$ cat config.mk
export PLATFORM = sky130hd
export DESIGN_NAME = memory_stage
export DESIGN_NICKNAME = d
export VERILOG_FILES = /design/src/rtl/memory_stage.sv
export SDC_FILE = /design/constraint.sdc
export NUM_CORES = 1
export LEC_CHECK = 0
export CORE_MARGIN = 2
export CORE_UTILIZATION = 39
export CTS_BUF_LIST = sky130_fd_sc_hd__clkbuf_4
export CTS_CLUSTER_DIAMETER = 120
export DETAILED_ROUTE_END_ITERATION = 16
export HOLD_SLACK_MARGIN = 0.15
export PLACE_DENSITY_LB_ADDON = 0.05
export RECOVER_POWER = 100
export SLEW_MARGIN = 20
export SYNTH_ARGS = -nofsm -noshare
export SYNTH_HDL_FRONTEND = slang
export SYNTH_SLANG_ARGS = --single-unit
$ cat constraint.sdc
create_clock -name clk -period 1.65 [get_ports clk]
set_clock_uncertainty 0.1 [all_clocks]
set_input_delay 0.33 -clock clk [delete_from_list [all_inputs] [get_ports clk]]
set_output_delay 0.33 -clock clk [all_outputs]
set_load 0.1 [all_outputs]
$ cat src/rtl/memory_stage.sv
// EX/MEM pipeline register with a req/ack data-memory access that stalls the pipe until done.
// Optional MEM_ALIGN_CHECK_EN: misaligned load/store is rejected without a request.
module memory_stage #(
    parameter int unsigned MEM_TIMEOUT = 16,
    parameter logic [31:0] BAD_DATA    = 32'hDEADBEEF
) (
    input  logic        clk,
    input  logic        rst,
    input  logic        ValidE,
    input  logic        RegWriteE,
    input  logic        MemWriteE,
    input  logic        jumpE,
    input  logic [1:0]  MemtoRegE,
    input  logic [4:0]  WriteRegE,
    input  logic [31:0] ALUMultOutE,
    input  logic [31:0] WriteDataE,
    input  logic [31:0] PCPlus8E,
    input  logic        FlushM,
    output logic        dmem_req,
    output logic        dmem_we,
    output logic [31:0] dmem_addr,
    output logic [31:0] dmem_wdata,
    input  logic [31:0] dmem_rdata,
    input  logic        dmem_ack,
    output logic        StallM,
    output logic        MemErrM,
    output logic        RegWriteM,
    output logic        jumpM,
    output logic [1:0]  MemtoRegM,
    output logic [4:0]  WriteRegM,
    output logic [31:0] ReadDataM,
    output logic [31:0] ALUMultOutM,
    output logic [31:0] PCPlus8M
);

    typedef enum logic [1:0] {IDLE, WAIT, DONE} state_t;

    localparam int unsigned CNT_W = (MEM_TIMEOUT > 1) ? $clog2(MEM_TIMEOUT) : 1;
    localparam logic [CNT_W-1:0] CNT_LAST = CNT_W'(MEM_TIMEOUT - 1);

    state_t           state, stateNext;
    logic             validQ, regWriteQ, memWriteQ, jumpQ;
    logic [1:0]       memtoRegQ;
    logic [4:0]       writeRegQ;
    logic [31:0]      aluQ, wdataQ, pc8Q, rdataQ;
    logic [CNT_W-1:0] cnt;
    logic             errQ;
    logic             memop, misaligned, capAck, abort;

    assign memop = validQ & (memWriteQ | (memtoRegQ == 2'b11));

`ifdef MEM_ALIGN_CHECK_EN
    assign misaligned = |aluQ[1:0];
`else
    assign misaligned = 1'b0;
`endif

    always_comb begin
        stateNext = state;
        dmem_req  = 1'b0;
        capAck    = 1'b0;
        abort     = 1'b0;
        case (state)
            IDLE: begin
                if (memop) begin
                    if (misaligned) begin
                        abort     = 1'b1;
                        stateNext = DONE;
                    end else begin
                        dmem_req = 1'b1;
                        if (dmem_ack) begin
                            capAck    = 1'b1;
                            stateNext = DONE;
                        end else begin
                            stateNext = WAIT;
                        end
                    end
                end
            end
            WAIT: begin
                dmem_req = 1'b1;
                if (dmem_ack) begin
                    capAck    = 1'b1;
                    stateNext = DONE;
                end else if (cnt == CNT_LAST) begin
                    abort     = 1'b1;
                    stateNext = DONE;
                end
            end
            DONE:    stateNext = IDLE;
            default: stateNext = IDLE;
        endcase
    end

    assign StallM     = memop & (state != DONE);
    assign dmem_we    = dmem_req & memWriteQ;
    assign dmem_addr  = dmem_req ? aluQ : '0;
    assign dmem_wdata = dmem_req ? wdataQ : '0;

    // Writeback has no enable, so every stalled cycle must present a bubble.
    assign RegWriteM   = regWriteQ & validQ & ~StallM;
    assign MemErrM     = errQ;
    assign ReadDataM   = rdataQ;
    assign jumpM       = jumpQ;
    assign MemtoRegM   = memtoRegQ;
    assign WriteRegM   = writeRegQ;
    assign ALUMultOutM = aluQ;
    assign PCPlus8M    = pc8Q;

    always_ff @(posedge clk) begin
        if (rst) begin
            state     <= IDLE;
            validQ    <= 1'b0;
            regWriteQ <= 1'b0;
            memWriteQ <= 1'b0;
            jumpQ     <= 1'b0;
            memtoRegQ <= '0;
            writeRegQ <= '0;
            aluQ      <= '0;
            wdataQ    <= '0;
            pc8Q      <= '0;
            rdataQ    <= '0;
            cnt       <= '0;
            errQ      <= 1'b0;
        end else begin
            state <= stateNext;
            errQ  <= abort;
            if (capAck)
                rdataQ <= dmem_rdata;
            else if (abort)
                rdataQ <= BAD_DATA;
            // Held at zero in IDLE so the timeout window restarts on every entry to WAIT.
            if (state == WAIT)
                cnt <= cnt + 1'b1;
            else
                cnt <= '0;
            if (!StallM) begin
                validQ    <= ValidE & ~FlushM;
                regWriteQ <= RegWriteE;
                memWriteQ <= MemWriteE;
                jumpQ     <= jumpE;
                memtoRegQ <= MemtoRegE;
                writeRegQ <= WriteRegE;
                aluQ      <= ALUMultOutE;
                wdataQ    <= WriteDataE;
                pc8Q      <= PCPlus8E;
            end
        end
    end

endmodule
== Word-level counts from Yosys, hierarchy flattened ==
Cells that the tools add are included.

* Add/subtract/negate cells: 1
* Multipliers: 0
* Div/mod/pow operators: 0
* $lt $le $gt $ge: 0
* Equality and inequality tests: 6
* Shift operators: 0
* Muxes and demuxes: 17
* Bitwise logic cells: 10
* Reduce and logical (&&, ||, !) cells: 4

{| class="wikitable"
|+ Operators with widths
! kind !! count
|-
| $mux W32 || 4
|-
| $mux W2 || 4
|-
| $and A1 B1 Y1 || 6
|-
| $mux W1 || 6
|-
| $add A4 B1 Y4 const B || 1
|-
| $eq A4 B4 Y1 const B || 1
|-
| $ne A2 B2 Y1 const B || 2
|-
| $pmux W1 S2 || 2
|-
| $pmux W2 S2 || 1
|-
| $ne A3 B3 Y1 const B || 1
|-
| $not A1 Y1 || 3
|-
| $eq A2 B1 Y1 const B || 1
|-
| $eq A2 B2 Y1 const B || 1
|-
| $logic_not A2 Y1 || 1
|-
| $reduce_and A2 Y1 || 1
|-
| $reduce_bool A2 Y1 || 1
|-
| $reduce_or A2 Y1 || 1
|-
| $or A1 B1 Y1 || 1
|}

* Register bits after elaboration: 146
* Bits in latches: 0
* Memory bits (writable): 0
* Memory bits (read-only): 0
* Input port bits: 143
* Output and inout port bits: 173
* Word-level logic and storage cells: 51
* Memories: 0

== Logic depth before layout (Yosys ltp) ==
* Depth in word-level cells: 6
* Depth in mapped cells: 7

== Worst setup path after synthesis ==
No wires, ideal clock.

* Kind: flip-flop to output port
* Start: register memtoRegQ[0], in the netlist MemtoRegM[0]
* End: output port dmem_addr[10]
* Arrival time: 2.505 ns
* Required time: 1.220 ns
* Slack: -1.285 ns
* Stages on the path, launching flop included: 5
* Cells stage by stage: dfxtp_1 a211o_1 clkbuf_1 clkbuf_1 and3_1

* Word-level cells in the longest chain between the ends: 6

{| class="wikitable"
|+ RTL lines
! what !! RTL line !! text
|-
| from (decl) || 43 || <nowiki>logic [1:0] memtoRegQ;</nowiki>
|-
| from (signal assigned) || 142 || <nowiki>memtoRegQ <= MemtoRegE;</nowiki>
|-
| $eq A2 B2 Y1 || 50 || <nowiki>assign memop = validQ & (memWriteQ | (memtoRegQ == 2'b11));</nowiki>
|-
| $or A1 B1 Y1 || 50 ||
|-
| $and A1 B1 Y1 || 50 ||
|-
| $mux W1 || 65 || <nowiki>if (memop) begin</nowiki>
|-
| $pmux W1 S2 || 63 || <nowiki>case (state)</nowiki>
|-
| $mux W32 || 97 || <nowiki>assign dmem_addr = dmem_req ? aluQ : '0;</nowiki>
|-
| to (decl) || 21 || <nowiki>output logic [31:0] dmem_addr,</nowiki>
|}

Every way passes these cells.

== Worst setup path after layout ==
* Start: register state[0]
* End: output port dmem_addr[20]

* Word-level cells in the longest chain between the ends: 3
* Elaborated cells between the ends (all ways): 4
* Those cells by class: eq/ne: 1; mux: 2; reduce/logical: 1

{| class="wikitable"
|+ RTL lines
! what !! RTL line !! text
|-
| from (decl) || 41 || <nowiki>state_t state, stateNext;</nowiki>
|-
| from (signal assigned) || 126 || <nowiki>state <= stateNext;</nowiki>
|-
| $eq A2 B1 Y1 / $logic_not A2 Y1 (equally long branches) || 63 ||
|-
| $pmux W1 S2 (*) || 63 ||
|-
| $mux W32 (*) || 97 ||
|}

Mark *: on every way between the ends. The rest lies on a longest branch, timed or not.

==> metrics <==
outcome finished, violations left; failing checks setup timing; Final min period 2.29 ns; worst setup slack after placement -0.267 ns; sequential fraction of the synthesis area 41.3%; critical path's largest stage delay 0.38 ns; register area 2970 sq um; Comb power frac 29.5%; leakage 4.76 nW; clk sinks between 100 and 150; worst setup path category reg -> out; CP Launch Type register; Iter 0 DRT Violations 240; yosys warns 0; first-pass GRT wire length ~34000 microns; CTS tree done; Fin. Hold Viols 0; routed vias 6252; hold-critical path depth 3; port bufs between 300 and 400; Slowest cell on crit path dfxtp_2; most frequent CP cell buf_12; fin. max-slew vios 0; Synthesized Nets 879; Die Y-Extent 139 microns; worst r2r dst wdataQ[1]; worst vdd rail ir drop 0.453 mV; clock slew seen by the registers of the worst setup and hold paths 0.13 ns; Synth Register Bits 146; Post-Syn Instances 735; Final WS setup -0.641 ns; Int Power 0.00586 W; synthesized area 7080 sq um; Longest Clk Path Bufs 2; routed wl met3 1790 microns; R2R depth 7; Setup-failing EPs final between 150 and 200; Nets 1192; Crit path arrival time 1.86 ns; min-delay src ALUMultOutE[20]; CP Max Fanout 35; met2 routed WL roughly 10000 microns; die area 19300 sq um; M1 wire length 8580 microns; Clock H-tree levels 4; switching power 0.00304 W; worst min path class in -> reg; clock share of power 27.1%; reg2reg setup slack -0.19 ns; fmax 0.436 GHz; Placeable Area 17900 sq um; Net Sw Frac 34.1%; r2r startpoint state[0]; Crit. End Element output port; worst slew pin tran 0.526 ns; DRC Markers 0; CTS root buffer clkbuf_4; Top Layer Used met4; initial antenna violation count 2; Worst-Skew Late Latency 0.55 ns; Crit path required time approximately 1.2 ns; Worst Hold Path EP ALUMultOutM[20]; Die W 139 microns; layout cells sized above 1 between 30% and 40%; drt wl/cell 16.5 microns; vias per inst 4.84; max_slew headroom between 60 and 70%; largest net degree at the start of global routing 106; Power Density 695 nW/um^2; Tot Pwr 0.00889 W; Distinct cells, synth 30; Flop pwr share 43.5%; Pre-Repair DR Iteration Count 4; Inserted Clock Buffers 17; I/O Pins 316; Initial Util 39.6%; area of the multi-input gates 4160 sq um; Overflow after GRT 0; Detail Route Antenna Nets 0; Post-DP HPWL 15400 microns; GRT Resource Usage Total between 20% and 30%; vias in the first global route ~6400; max-cap viol count 0; CP cell instances a211o_4 -> buf_12 -> and3_4 -> buf_12; final WL 21300 microns; syn avg cell area 9.64 sq um; num rows 49; RD Place Congestion 0.762; Fill cells between 1000 and 1500; RSZ-0062 raised after global routing yes; final period utilization 139%; Area growth syn-to-layout 80.7%
Yosys cell counts, drive strengths merged:
cell | count | area [sq um]
buf | 27 | 170
ha | 1 | 12.5
o21ai | 9 | 45.0
inv | 1 | 3.75
nand2 | 2 | 7.51
mux2i | 114 | 1140
a21boi | 1 | 7.51
and3 | 68 | 425
or3b | 1 | 8.76
nor3b | 1 | 12.5
xnor2 | 1 | 8.76
xor2 | 1 | 8.76
and2 | 2 | 15.0
a21o | 1 | 7.51
dfxtp | 146 | 2920
clkbuf | 42 | 158
a211o | 1 | 8.76
o21ba | 1 | 10.0
a21oi | 26 | 130
nand2b | 222 | 1390
a221oi | 24 | 335
nand3 | 5 | 25.0
nor3 | 1 | 5.00
nor4bb | 1 | 10.0
nor2 | 4 | 15.0
nor2b | 32 | 200
state kept, by name (all words and copies together) (netlist names):
name and count:
ALUMultOutM 32, PCPlus8M 32, ReadDataM 32, wdataQ 32, WriteRegM 5, cnt 4, MemtoRegM 2, state 2
MemErrM 1, jumpM 1, memWriteQ 1, regWriteQ 1, validQ 1
layer usage:
metal,vias to the layer above,global-route usage [%]
met2,197,37.5
met5,-,0
met1,2914,25.9
met3,30,8.49
li1,3111,-
met4,0,7.87
power by group through the flow:
stage	combinational (W)	sequential (W)	clock, W
2_1_floorplan	0.000730	0.00478	0
3_3_place_gp	0.00270	0.00396	0
3_5_place_dp	0.00272	0.00396	0
4_1_cts	0.00276	0.00389	0.00250
5_1_grt	0.00274	0.00389	0.00263
6_report	0.00262	0.00387	0.00241
through the flow:
stage / cell area, sq um / instances / TNS, ns / utilization (%) / hold slack (ns)
3_5_place_dp: 12800 / 1250 / -12.20 / 71.4 / 0.340
3_3_place_gp: 12800 / 1250 / -11.90 / 71.4 / 0.332
6_report: 12800 / 1292 / -48.01 / 71.5 / 0.218
2_1_floorplan: 7570 / 735 / -13.94 / - / 0.318
4_1_cts: 13300 / 1290 / -51.13 / 74.3 / 0.165
5_1_grt: 12800 / 1292 / -65.03 / 71.5 / 0.178
cells in the final DEF, fill, tap and decap left out, types with 26 or more instances in the layout:
cell and instances:
clkdlybuf4s50_1 141, buf_12 111, mux2i_1 114, a21oi_1 26, dfxtp_2 34, buf_6 32
dfxtp_1 110, nand2b_1 222, buf_8 46, and3_4 61, nor2b_1 32
critical path: cells and delay by family (launching register included):
family                 cells  cell delay (ns)
AO/OA/AOI/OAI              1             0.35
buffers and inverters      2             0.34
flip-flops                 1             0.38
AND/OR/NAND/NOR            1             0.21
cells by family after synthesis:
logic type	Yosys count	synth area share, %
and+or+nand+nor	339	29.8
muxes	114	16.1
adders and majority gates	1	0.177
DFF	146	41.3
AOI/OAI and AO/OA	63	7.68
buffers and inverters	70	4.68
xor gates and xnor gates	2	0.247
area by class of cell:
type | count | share of cell area, %
timing repair buffer | 363 | 39.6
clock buffer | 18 | 1.06
antenna | 2 | 0.0391
inverter | 1 | 0.0684
clock inverter | 14 | 1.27
sequential | 146 | 23.2
multi-input combinational | 519 | 32.5
tap | 229 | 2.24
what timing repair did:
action / CTS / global route
endpoints found under the hold margin: 18 / 0
gates resized for setup: 16 / 0
cloned: 3 / 0
setup buffers: 4 / 0
setup endpoints to repair: 202 / 216
hold buffers: 1 / 0
how the worst max path moves through the flow:
| stage | startpoint | to | slack [ns] | cells past startpoint |
|---|---|---|---|---|
| 3_3_place_gp | dmem_ack | ReadDataM[24] | -0.19 | 4 |
| 2_1_floorplan | MemtoRegM[0] | dmem_addr[10] | -0.22 | 4 |
| 3_5_place_dp | dmem_ack | ReadDataM[24] | -0.27 | 4 |
| 6_report | state[0] | dmem_addr[20] | -0.64 | 4 |
| 4_1_cts | state[0] | dmem_wdata[31] | -0.69 | 4 |
| 5_1_grt | state[0] | dmem_addr[0] | -0.72 | 4 |
Power figures use the tool's default switching activity.
